**src/rtl/iommu_axi_sid_tagger.sv**
```systemverilog
// AXI4 stream-ID tagger: attaches stream_id/substream_id to every AW/AR beat
// and only lets the device-ID configuration change once all traffic has drained.

package lint_wrapper;
  localparam int unsigned AddrWidth = 64;
  localparam int unsigned DataWidth = 64;
  localparam int unsigned IdWidth   = 4;
  localparam int unsigned UserWidth = 1;

  typedef logic [AddrWidth-1:0]   addr_t;
  typedef logic [DataWidth-1:0]   data_t;
  typedef logic [DataWidth/8-1:0] strb_t;
  typedef logic [IdWidth-1:0]     id_t;
  typedef logic [UserWidth-1:0]   user_t;

  typedef struct packed {
    id_t         id;
    addr_t       addr;
    logic [7:0]  len;
    logic [2:0]  size;
    logic [1:0]  burst;
    logic        lock;
    logic [3:0]  cache;
    logic [2:0]  prot;
    logic [3:0]  qos;
    logic [3:0]  region;
    logic [5:0]  atop;
    user_t       user;
  } aw_chan_t;

  typedef struct packed {
    id_t         id;
    addr_t       addr;
    logic [7:0]  len;
    logic [2:0]  size;
    logic [1:0]  burst;
    logic        lock;
    logic [3:0]  cache;
    logic [2:0]  prot;
    logic [3:0]  qos;
    logic [3:0]  region;
    user_t       user;
  } ar_chan_t;

  typedef struct packed {
    id_t         id;
    addr_t       addr;
    logic [7:0]  len;
    logic [2:0]  size;
    logic [1:0]  burst;
    logic        lock;
    logic [3:0]  cache;
    logic [2:0]  prot;
    logic [3:0]  qos;
    logic [3:0]  region;
    logic [5:0]  atop;
    user_t       user;
    logic [23:0] stream_id;
    logic        ss_id_valid;
    logic [19:0] substream_id;
  } aw_chan_iommu_t;

  typedef struct packed {
    id_t         id;
    addr_t       addr;
    logic [7:0]  len;
    logic [2:0]  size;
    logic [1:0]  burst;
    logic        lock;
    logic [3:0]  cache;
    logic [2:0]  prot;
    logic [3:0]  qos;
    logic [3:0]  region;
    user_t       user;
    logic [23:0] stream_id;
    logic        ss_id_valid;
    logic [19:0] substream_id;
  } ar_chan_iommu_t;

  typedef struct packed {
    data_t data;
    strb_t strb;
    logic  last;
    user_t user;
  } w_chan_t;

  typedef struct packed {
    id_t        id;
    logic [1:0] resp;
    user_t      user;
  } b_chan_t;

  typedef struct packed {
    id_t        id;
    data_t      data;
    logic [1:0] resp;
    logic       last;
    user_t      user;
  } r_chan_t;

  typedef struct packed {
    aw_chan_t aw;
    logic     aw_valid;
    w_chan_t  w;
    logic     w_valid;
    logic     b_ready;
    ar_chan_t ar;
    logic     ar_valid;
    logic     r_ready;
  } req_t;

  typedef struct packed {
    aw_chan_iommu_t aw;
    logic           aw_valid;
    w_chan_t        w;
    logic           w_valid;
    logic           b_ready;
    ar_chan_iommu_t ar;
    logic           ar_valid;
    logic           r_ready;
  } req_iommu_t;

  typedef struct packed {
    logic    aw_ready;
    logic    ar_ready;
    logic    w_ready;
    logic    b_valid;
    b_chan_t b;
    logic    r_valid;
    r_chan_t r;
  } resp_t;
endpackage

// Two-entry slice: input-side full flag depends only on local state, so the
// device ready never sees the downstream ready combinationally.
module iommu_axi_sid_tagger_slice #(
  parameter type T = logic
) (
  input  logic clk_i,
  input  logic rst_i,
  input  logic push_i,
  input  T     data_i,
  output logic full_o,
  output logic valid_o,
  input  logic ready_i,
  output T     data_o
);
  logic [1:0] cnt_q, cnt_d;
  logic       wr_q, wr_d;
  logic       rd_q, rd_d;
  T           mem_q [2];
  T           mem_d [2];
  logic       push, pop;

  assign full_o  = (cnt_q == 2'd2);
  assign valid_o = (cnt_q != 2'd0);
  assign data_o  = mem_q[rd_q];
  assign push    = push_i & ~full_o;
  assign pop     = valid_o & ready_i;

  always_comb begin
    mem_d = mem_q;
    wr_d  = wr_q;
    rd_d  = rd_q;
    cnt_d = cnt_q;
    if (push) begin
      mem_d[wr_q] = data_i;
      wr_d        = ~wr_q;
    end
    if (pop) begin
      rd_d = ~rd_q;
    end
    case ({push, pop})
      2'b10:   cnt_d = cnt_q + 2'd1;
      2'b01:   cnt_d = cnt_q - 2'd1;
      default: cnt_d = cnt_q;
    endcase
  end

  always_ff @(posedge clk_i or posedge rst_i) begin
    if (rst_i) begin
      cnt_q <= 2'd0;
      wr_q  <= 1'b0;
      rd_q  <= 1'b0;
      for (int i = 0; i < 2; i++) begin
        mem_q[i] <= '0;
      end
    end else begin
      cnt_q <= cnt_d;
      wr_q  <= wr_d;
      rd_q  <= rd_d;
      mem_q <= mem_d;
    end
  end
endmodule

module iommu_axi_sid_tagger #(
  parameter int unsigned MaxOutstanding = 16,
  parameter int unsigned CntWidth       = $clog2(MaxOutstanding + 1)
) (
  input  logic                     clk_i,
  input  logic                     rst_i,
  input  lint_wrapper::req_t       dev_req_i,
  output lint_wrapper::resp_t      dev_resp_o,
  output lint_wrapper::req_iommu_t iommu_req_o,
  input  lint_wrapper::resp_t      iommu_resp_i,
  input  logic [23:0]              cfg_sid_i,
  input  logic                     cfg_ssidv_i,
  input  logic [19:0]              cfg_ssid_i,
  input  logic                     cfg_valid_i,
  output logic                     cfg_ready_o,
  output logic [CntWidth-1:0]      aw_pending_o,
  output logic [CntWidth-1:0]      ar_pending_o,
  output logic                     idle_o
);
  import lint_wrapper::*;

  typedef enum logic {RUN = 1'b0, DRAIN = 1'b1} state_e;

  state_e              state_q, state_d;
  logic [23:0]         sid_q, sid_d;
  logic                ssidv_q, ssidv_d;
  logic [19:0]         ssid_q, ssid_d;
  logic [CntWidth-1:0] aw_cnt_q, aw_cnt_d;
  logic [CntWidth-1:0] ar_cnt_q, ar_cnt_d;

  aw_chan_iommu_t aw_tagged, aw_out;
  ar_chan_iommu_t ar_tagged, ar_out;
  logic aw_full, aw_out_valid, ar_full, ar_out_valid;
  logic accept_en, drained, cfg_hs;
  logic dev_aw_ready, dev_ar_ready;
  logic aw_hs, ar_hs, b_hs, r_last_hs;

  assign drained     = (aw_cnt_q == '0) & (ar_cnt_q == '0) & ~aw_out_valid & ~ar_out_valid;
  assign cfg_ready_o = drained;
  assign cfg_hs      = cfg_valid_i & drained;

  assign dev_aw_ready = accept_en & (aw_cnt_q < CntWidth'(MaxOutstanding)) & ~aw_full;
  assign dev_ar_ready = accept_en & (ar_cnt_q < CntWidth'(MaxOutstanding)) & ~ar_full;
  assign aw_hs        = dev_req_i.aw_valid & dev_aw_ready;
  assign ar_hs        = dev_req_i.ar_valid & dev_ar_ready;
  assign b_hs         = iommu_resp_i.b_valid & dev_req_i.b_ready;
  assign r_last_hs    = iommu_resp_i.r_valid & dev_req_i.r_ready & iommu_resp_i.r.last;

  // FSM: state register
  always_ff @(posedge clk_i or posedge rst_i) begin
    if (rst_i) begin
      state_q <= RUN;
    end else begin
      state_q <= state_d;
    end
  end

  // FSM: next state
  always_comb begin
    state_d = state_q;
    case (state_q)
      RUN:     if (cfg_valid_i && !cfg_ready_o) state_d = DRAIN;
      DRAIN:   if (cfg_hs || !cfg_valid_i) state_d = RUN;
      default: state_d = RUN;
    endcase
  end

  // FSM: outputs; a pending cfg request blocks captures so tags never race them
  always_comb begin
    accept_en = (state_q == RUN) & ~cfg_valid_i;
    idle_o    = drained & (state_q == RUN);
  end

  always_comb begin
    sid_d   = sid_q;
    ssidv_d = ssidv_q;
    ssid_d  = ssid_q;
    if (cfg_hs) begin
      sid_d   = cfg_sid_i;
      ssidv_d = cfg_ssidv_i;
      ssid_d  = cfg_ssid_i;
    end
  end

  always_comb begin
    aw_cnt_d = aw_cnt_q;
    if (aw_hs && !b_hs) begin
      aw_cnt_d = aw_cnt_q + CntWidth'(1);
    end else if (!aw_hs && b_hs && aw_cnt_q != '0) begin
      aw_cnt_d = aw_cnt_q - CntWidth'(1);
    end
  end

  always_comb begin
    ar_cnt_d = ar_cnt_q;
    if (ar_hs && !r_last_hs) begin
      ar_cnt_d = ar_cnt_q + CntWidth'(1);
    end else if (!ar_hs && r_last_hs && ar_cnt_q != '0) begin
      ar_cnt_d = ar_cnt_q - CntWidth'(1);
    end
  end

  always_ff @(posedge clk_i or posedge rst_i) begin
    if (rst_i) begin
      sid_q    <= '0;
      ssidv_q  <= 1'b0;
      ssid_q   <= '0;
      aw_cnt_q <= '0;
      ar_cnt_q <= '0;
    end else begin
      sid_q    <= sid_d;
      ssidv_q  <= ssidv_d;
      ssid_q   <= ssid_d;
      aw_cnt_q <= aw_cnt_d;
      ar_cnt_q <= ar_cnt_d;
    end
  end

  assign aw_pending_o = aw_cnt_q;
  assign ar_pending_o = ar_cnt_q;

  always_comb begin
    aw_tagged              = '0;
    aw_tagged.id           = dev_req_i.aw.id;
    aw_tagged.addr         = dev_req_i.aw.addr;
    aw_tagged.len          = dev_req_i.aw.len;
    aw_tagged.size         = dev_req_i.aw.size;
    aw_tagged.burst        = dev_req_i.aw.burst;
    aw_tagged.lock         = dev_req_i.aw.lock;
    aw_tagged.cache        = dev_req_i.aw.cache;
    aw_tagged.prot         = dev_req_i.aw.prot;
    aw_tagged.qos          = dev_req_i.aw.qos;
    aw_tagged.region       = dev_req_i.aw.region;
    aw_tagged.atop         = dev_req_i.aw.atop;
    aw_tagged.user         = dev_req_i.aw.user;
    aw_tagged.stream_id    = sid_q;
    aw_tagged.ss_id_valid  = ssidv_q;
    aw_tagged.substream_id = ssid_q;
  end

  always_comb begin
    ar_tagged              = '0;
    ar_tagged.id           = dev_req_i.ar.id;
    ar_tagged.addr         = dev_req_i.ar.addr;
    ar_tagged.len          = dev_req_i.ar.len;
    ar_tagged.size         = dev_req_i.ar.size;
    ar_tagged.burst        = dev_req_i.ar.burst;
    ar_tagged.lock         = dev_req_i.ar.lock;
    ar_tagged.cache        = dev_req_i.ar.cache;
    ar_tagged.prot         = dev_req_i.ar.prot;
    ar_tagged.qos          = dev_req_i.ar.qos;
    ar_tagged.region       = dev_req_i.ar.region;
    ar_tagged.user         = dev_req_i.ar.user;
    ar_tagged.stream_id    = sid_q;
    ar_tagged.ss_id_valid  = ssidv_q;
    ar_tagged.substream_id = ssid_q;
  end

  iommu_axi_sid_tagger_slice #(.T(aw_chan_iommu_t)) i_aw_slice (
    .clk_i   (clk_i),
    .rst_i   (rst_i),
    .push_i  (aw_hs),
    .data_i  (aw_tagged),
    .full_o  (aw_full),
    .valid_o (aw_out_valid),
    .ready_i (iommu_resp_i.aw_ready),
    .data_o  (aw_out)
  );

  iommu_axi_sid_tagger_slice #(.T(ar_chan_iommu_t)) i_ar_slice (
    .clk_i   (clk_i),
    .rst_i   (rst_i),
    .push_i  (ar_hs),
    .data_i  (ar_tagged),
    .full_o  (ar_full),
    .valid_o (ar_out_valid),
    .ready_i (iommu_resp_i.ar_ready),
    .data_o  (ar_out)
  );

  always_comb begin
    iommu_req_o          = '0;
    iommu_req_o.aw       = aw_out;
    iommu_req_o.aw_valid = aw_out_valid;
    iommu_req_o.w        = dev_req_i.w;
    iommu_req_o.w_valid  = dev_req_i.w_valid;
    iommu_req_o.b_ready  = dev_req_i.b_ready;
    iommu_req_o.ar       = ar_out;
    iommu_req_o.ar_valid = ar_out_valid;
    iommu_req_o.r_ready  = dev_req_i.r_ready;
  end

  always_comb begin
    dev_resp_o          = '0;
    dev_resp_o.aw_ready = dev_aw_ready;
    dev_resp_o.ar_ready = dev_ar_ready;
    dev_resp_o.w_ready  = iommu_resp_i.w_ready;
    dev_resp_o.b_valid  = iommu_resp_i.b_valid;
    dev_resp_o.b        = iommu_resp_i.b;
    dev_resp_o.r_valid  = iommu_resp_i.r_valid;
    dev_resp_o.r        = iommu_resp_i.r;
  end

  // Responses without an open transaction are protocol violations
  assert property (@(posedge clk_i) disable iff (rst_i) !(b_hs && aw_cnt_q == '0));
  assert property (@(posedge clk_i) disable iff (rst_i) !(r_last_hs && ar_cnt_q == '0));
endmodule

```
**config.mk**
```make
export PLATFORM = sky130hd
export DESIGN_NAME = iommu_axi_sid_tagger
export DESIGN_NICKNAME = d
export VERILOG_FILES = /design/src/rtl/iommu_axi_sid_tagger.sv
export SDC_FILE = /design/constraint.sdc
export NUM_CORES = 1
export LEC_CHECK = 0
export CAP_MARGIN = 15
export CORE_AREA = 5 5 337 339
export DETAILED_ROUTE_END_ITERATION = 7
export DIE_AREA = 0 0 342 344
export GPL_TIMING_DRIVEN = 0
export PLACE_DENSITY = 0.57
export SYNTH_ARGS = -nofsm -noshare
export SYNTH_HDL_FRONTEND = slang
export SYNTH_SLANG_ARGS = --single-unit
```
**constraint.sdc**
```tcl
create_clock -name clk_i -period 20.6 [get_ports clk_i]
set_input_delay 4.12 -clock clk_i [delete_from_list [all_inputs] [get_ports clk_i]]
set_output_delay 4.12 -clock clk_i [all_outputs]
set_load 0.01 [all_outputs]
```
==> flow_summary.ini <==
[clock_tree]
cts_setup_buffers = 0
clkTransAtPathRegs_ps = 60
htree_levels = 3
post_cts_resized = 0
root_buffer = clkbuf_16
cts_buffer_depth = 3
hold_buffers = 0
numClockSinks = 648
cts_made_buffers = 81
cts_tree = built
clk_latency_ps = 640

[placement]
io_buffers = 725
place_hpwl_mm = 72.8
dpl_cell_area_sq_mm = 0.0388
place_inst = 4153
gp_congestion = 0.760
place_ws_ps = 10540

[timing]
fin_crit_ps = 10030
max_freq_ghz = 0.0997
fin_crit_sh_pct = 48.7
worst_slew_pin_slew_ps = 1160
skew_ps = 20.6
finalSetupViolations = 0
rsz0062_at_grt = false
setup_ws_ps = 10570
slew_viol_final = 0
fin_tns_setup_ps = 0
max_slew_margin_pct = 22.4
hold_ws_ps = 491
hold_viol = 0

[worst_setup_path]
critPathLaunchType = primary input
rr_worst_depth = 7
cp.arrival_ps = 5910
path_buf_inv = 3
worstReg2RegEnd = i_ar_slice.mem_q[269]$_DFFE_PP0P_
required_ps = 16480
path_max_fanout = 4
crit_chain = clkdlybuf4s50_1 > nor2_1 > nand2_1 > nor2_1 > buf_4 > clkdlybuf4s50_1
slowest_delay_ps = 520
slowest_stage = clkdlybuf4s50_1
reg2reg_setup_slack_ps = 17670
r2r-start = state_q$_DFF_PP0_
critPathTopFamily = buffers and inverters
path_class = in2out
worstSetupEndpointType = output port

[logic_synthesis]
syn_nets = 2340
synth_flop_cell = dfrtp_1
synth_edf_count = 0
synthTopCellsByCount = mux2_2, dfrtp_1, buf_4
synthDistinctLibCells = 34
yosysMostFrequentCell = mux2_2
yosysTopAreaCellShare_pct = 55.5
yosysSeqAreaShare_pct = 55.5
syn-mean-instance-area_sq_um = 15.2
ys_warn_count = 0
netlist_area_sq_mm = 0.0292
yosysTopAreaCell = dfrtp_1
synthCells = 1917
netlist_top_cells_area = dfrtp_1, mux2_2, buf_4
ys_ff_latch = 648
synth-async-reset-ratio_pct = 100

[grt]
grt_start_max_net_pins = 41
use_met1_pct = 18.4
grt_pass1_wl_mm = 137
grt_pass1_vias = 20100
met2_usage_pct = 27.3
grt_use_met3_pct = 4.01
grt-busiest-layer = met2
grtUsageTotal_pct = 15.6
grt-ovfl-total = 0
antenna_found_initial = 22

[hold_path]
hold_depth = 1
hold_path.startpoint = i_aw_slice.cnt_q[1]$_DFFE_PP0P_
hold_end = i_aw_slice.cnt_q[1]$_DFFE_PP0P_
min_path_type = reg2reg

[layout]
stdcell_area_sq_mm = 0.0417
drive_gt1_share_pct = 46.6
area_delta_synth_final_pct = 42.8
fin_util_pct = 37.9
finalNetCount = 3171
stdcell_count = 4324

[floorplanning]
die_x_microns = 342
die_y_microns = 344
io_pins = 880
initial_utilization_pct = 26.5
num_rows = 122
die_area_sq_mm = 0.118
core_area_sq_mm = 0.110

[detailed_routing]
num_vias = 18400
antenna_left = 0
totalWireLength_mm = 95.3
via_per_inst = 4.25
drt-pass1-iter-count = 4
wl_per_cell_microns = 22.0
drc = 0
drt_iter0_markers = 488

[power]
ir_worst_vdd_mv = 0.0601
p_leak_nw = 18.8
power_density_mw_per_mm2 = 133
power_mw = 5.54

[job]
max-cap-violations = 0

[outcome]
outcome = finished clean
-- metal layers --
layer | wire (microns) | vias up
met3 | 5870 | 130
met2 | 48800 | 522
met4 | 3160 | 0
met5 | 0 | -
met1 | 37400 | 9393
li1 | - | 8333
-- worst max-delay path by stage --
stage,startpoint,end,slack (ps),cells past startpoint
6_report,cfg_valid_i,dev_resp_o[82],10570,6
3_3_place_gp,rst_i,i_aw_slice.mem_q[97]$_DFFE_PP0P_,2600,2
5_1_grt,cfg_valid_i,dev_resp_o[82],10460,6
4_1_cts,cfg_valid_i,dev_resp_o[82],10520,6
2_1_floorplan,rst_i,ar_pending_o[0]$_DFFE_PP0P_,7630,1
3_5_place_dp,cfg_valid_i,dev_resp_o[82],10540,6
-- cell families (layout without fill, tap and decap cells) --
group	count (synthesis)	count (layout)	share of synthesized area [%]
flops	648	648	55.5
simple gates	36	36	0.780
other cells	0	23	0
xor+xnor	17	17	0.510
buf+inv	268	1164	6.17
fa+ha+maj	10	10	0.480
mux	927	927	36.3
compound gates	11	11	0.266
-- worst register-to-register path, cell delays in order (launching register included) --
cell	delay, ps
dfrtp_1	410
nor2_1	380
and4b_1	370
inv_2	110
nor2_4	350
buf_2	480
buf_4	340
mux2_2	380
-- layout make-up --
cell class                 instances  area (sq um)
clock buffer                     120          2420
sequential                       648         16200
buffer                           263          1780
clock inverter                    28           433
tap                             1488          1860
multi-input combinational       1001         11200
fill                           10500         68400
timing repair buffer             748          7720
antenna                           23          57.6
inverter                           5          22.5
-- flip-flops by register name, indices dropped and copies added, names as in the netlist, 2 cells and up --
name / count
i_ar_slice.cnt_q: 2
ar_pending_o: 5
i_aw_slice.cnt_q: 2
sid_q: 24
i_aw_slice.mem_q: 298
ssid_q: 20
aw_pending_o: 5
i_ar_slice.mem_q: 286
-- where the power goes --
group          internal, mW  leakage [nW]  switching, mW  total [mW]
Combinational          1.26          9.06          0.897        2.16
Sequential             1.68          8.37          0.199        1.88
Clock                 0.928          1.39          0.575        1.50
-- layout by cell type (no fill, tap or decap), drive strengths merged, types with 9 or more instances in the layout --
cell type and instances:
mux2 925, clkdlybuf4s50 725, dfrtp 648, buf 252, clkbuf 154, diode 23, clkinv 13, xor2 10
nor2 10, bufinv 9
Note: power is estimated with default switching activity, not from simulation.
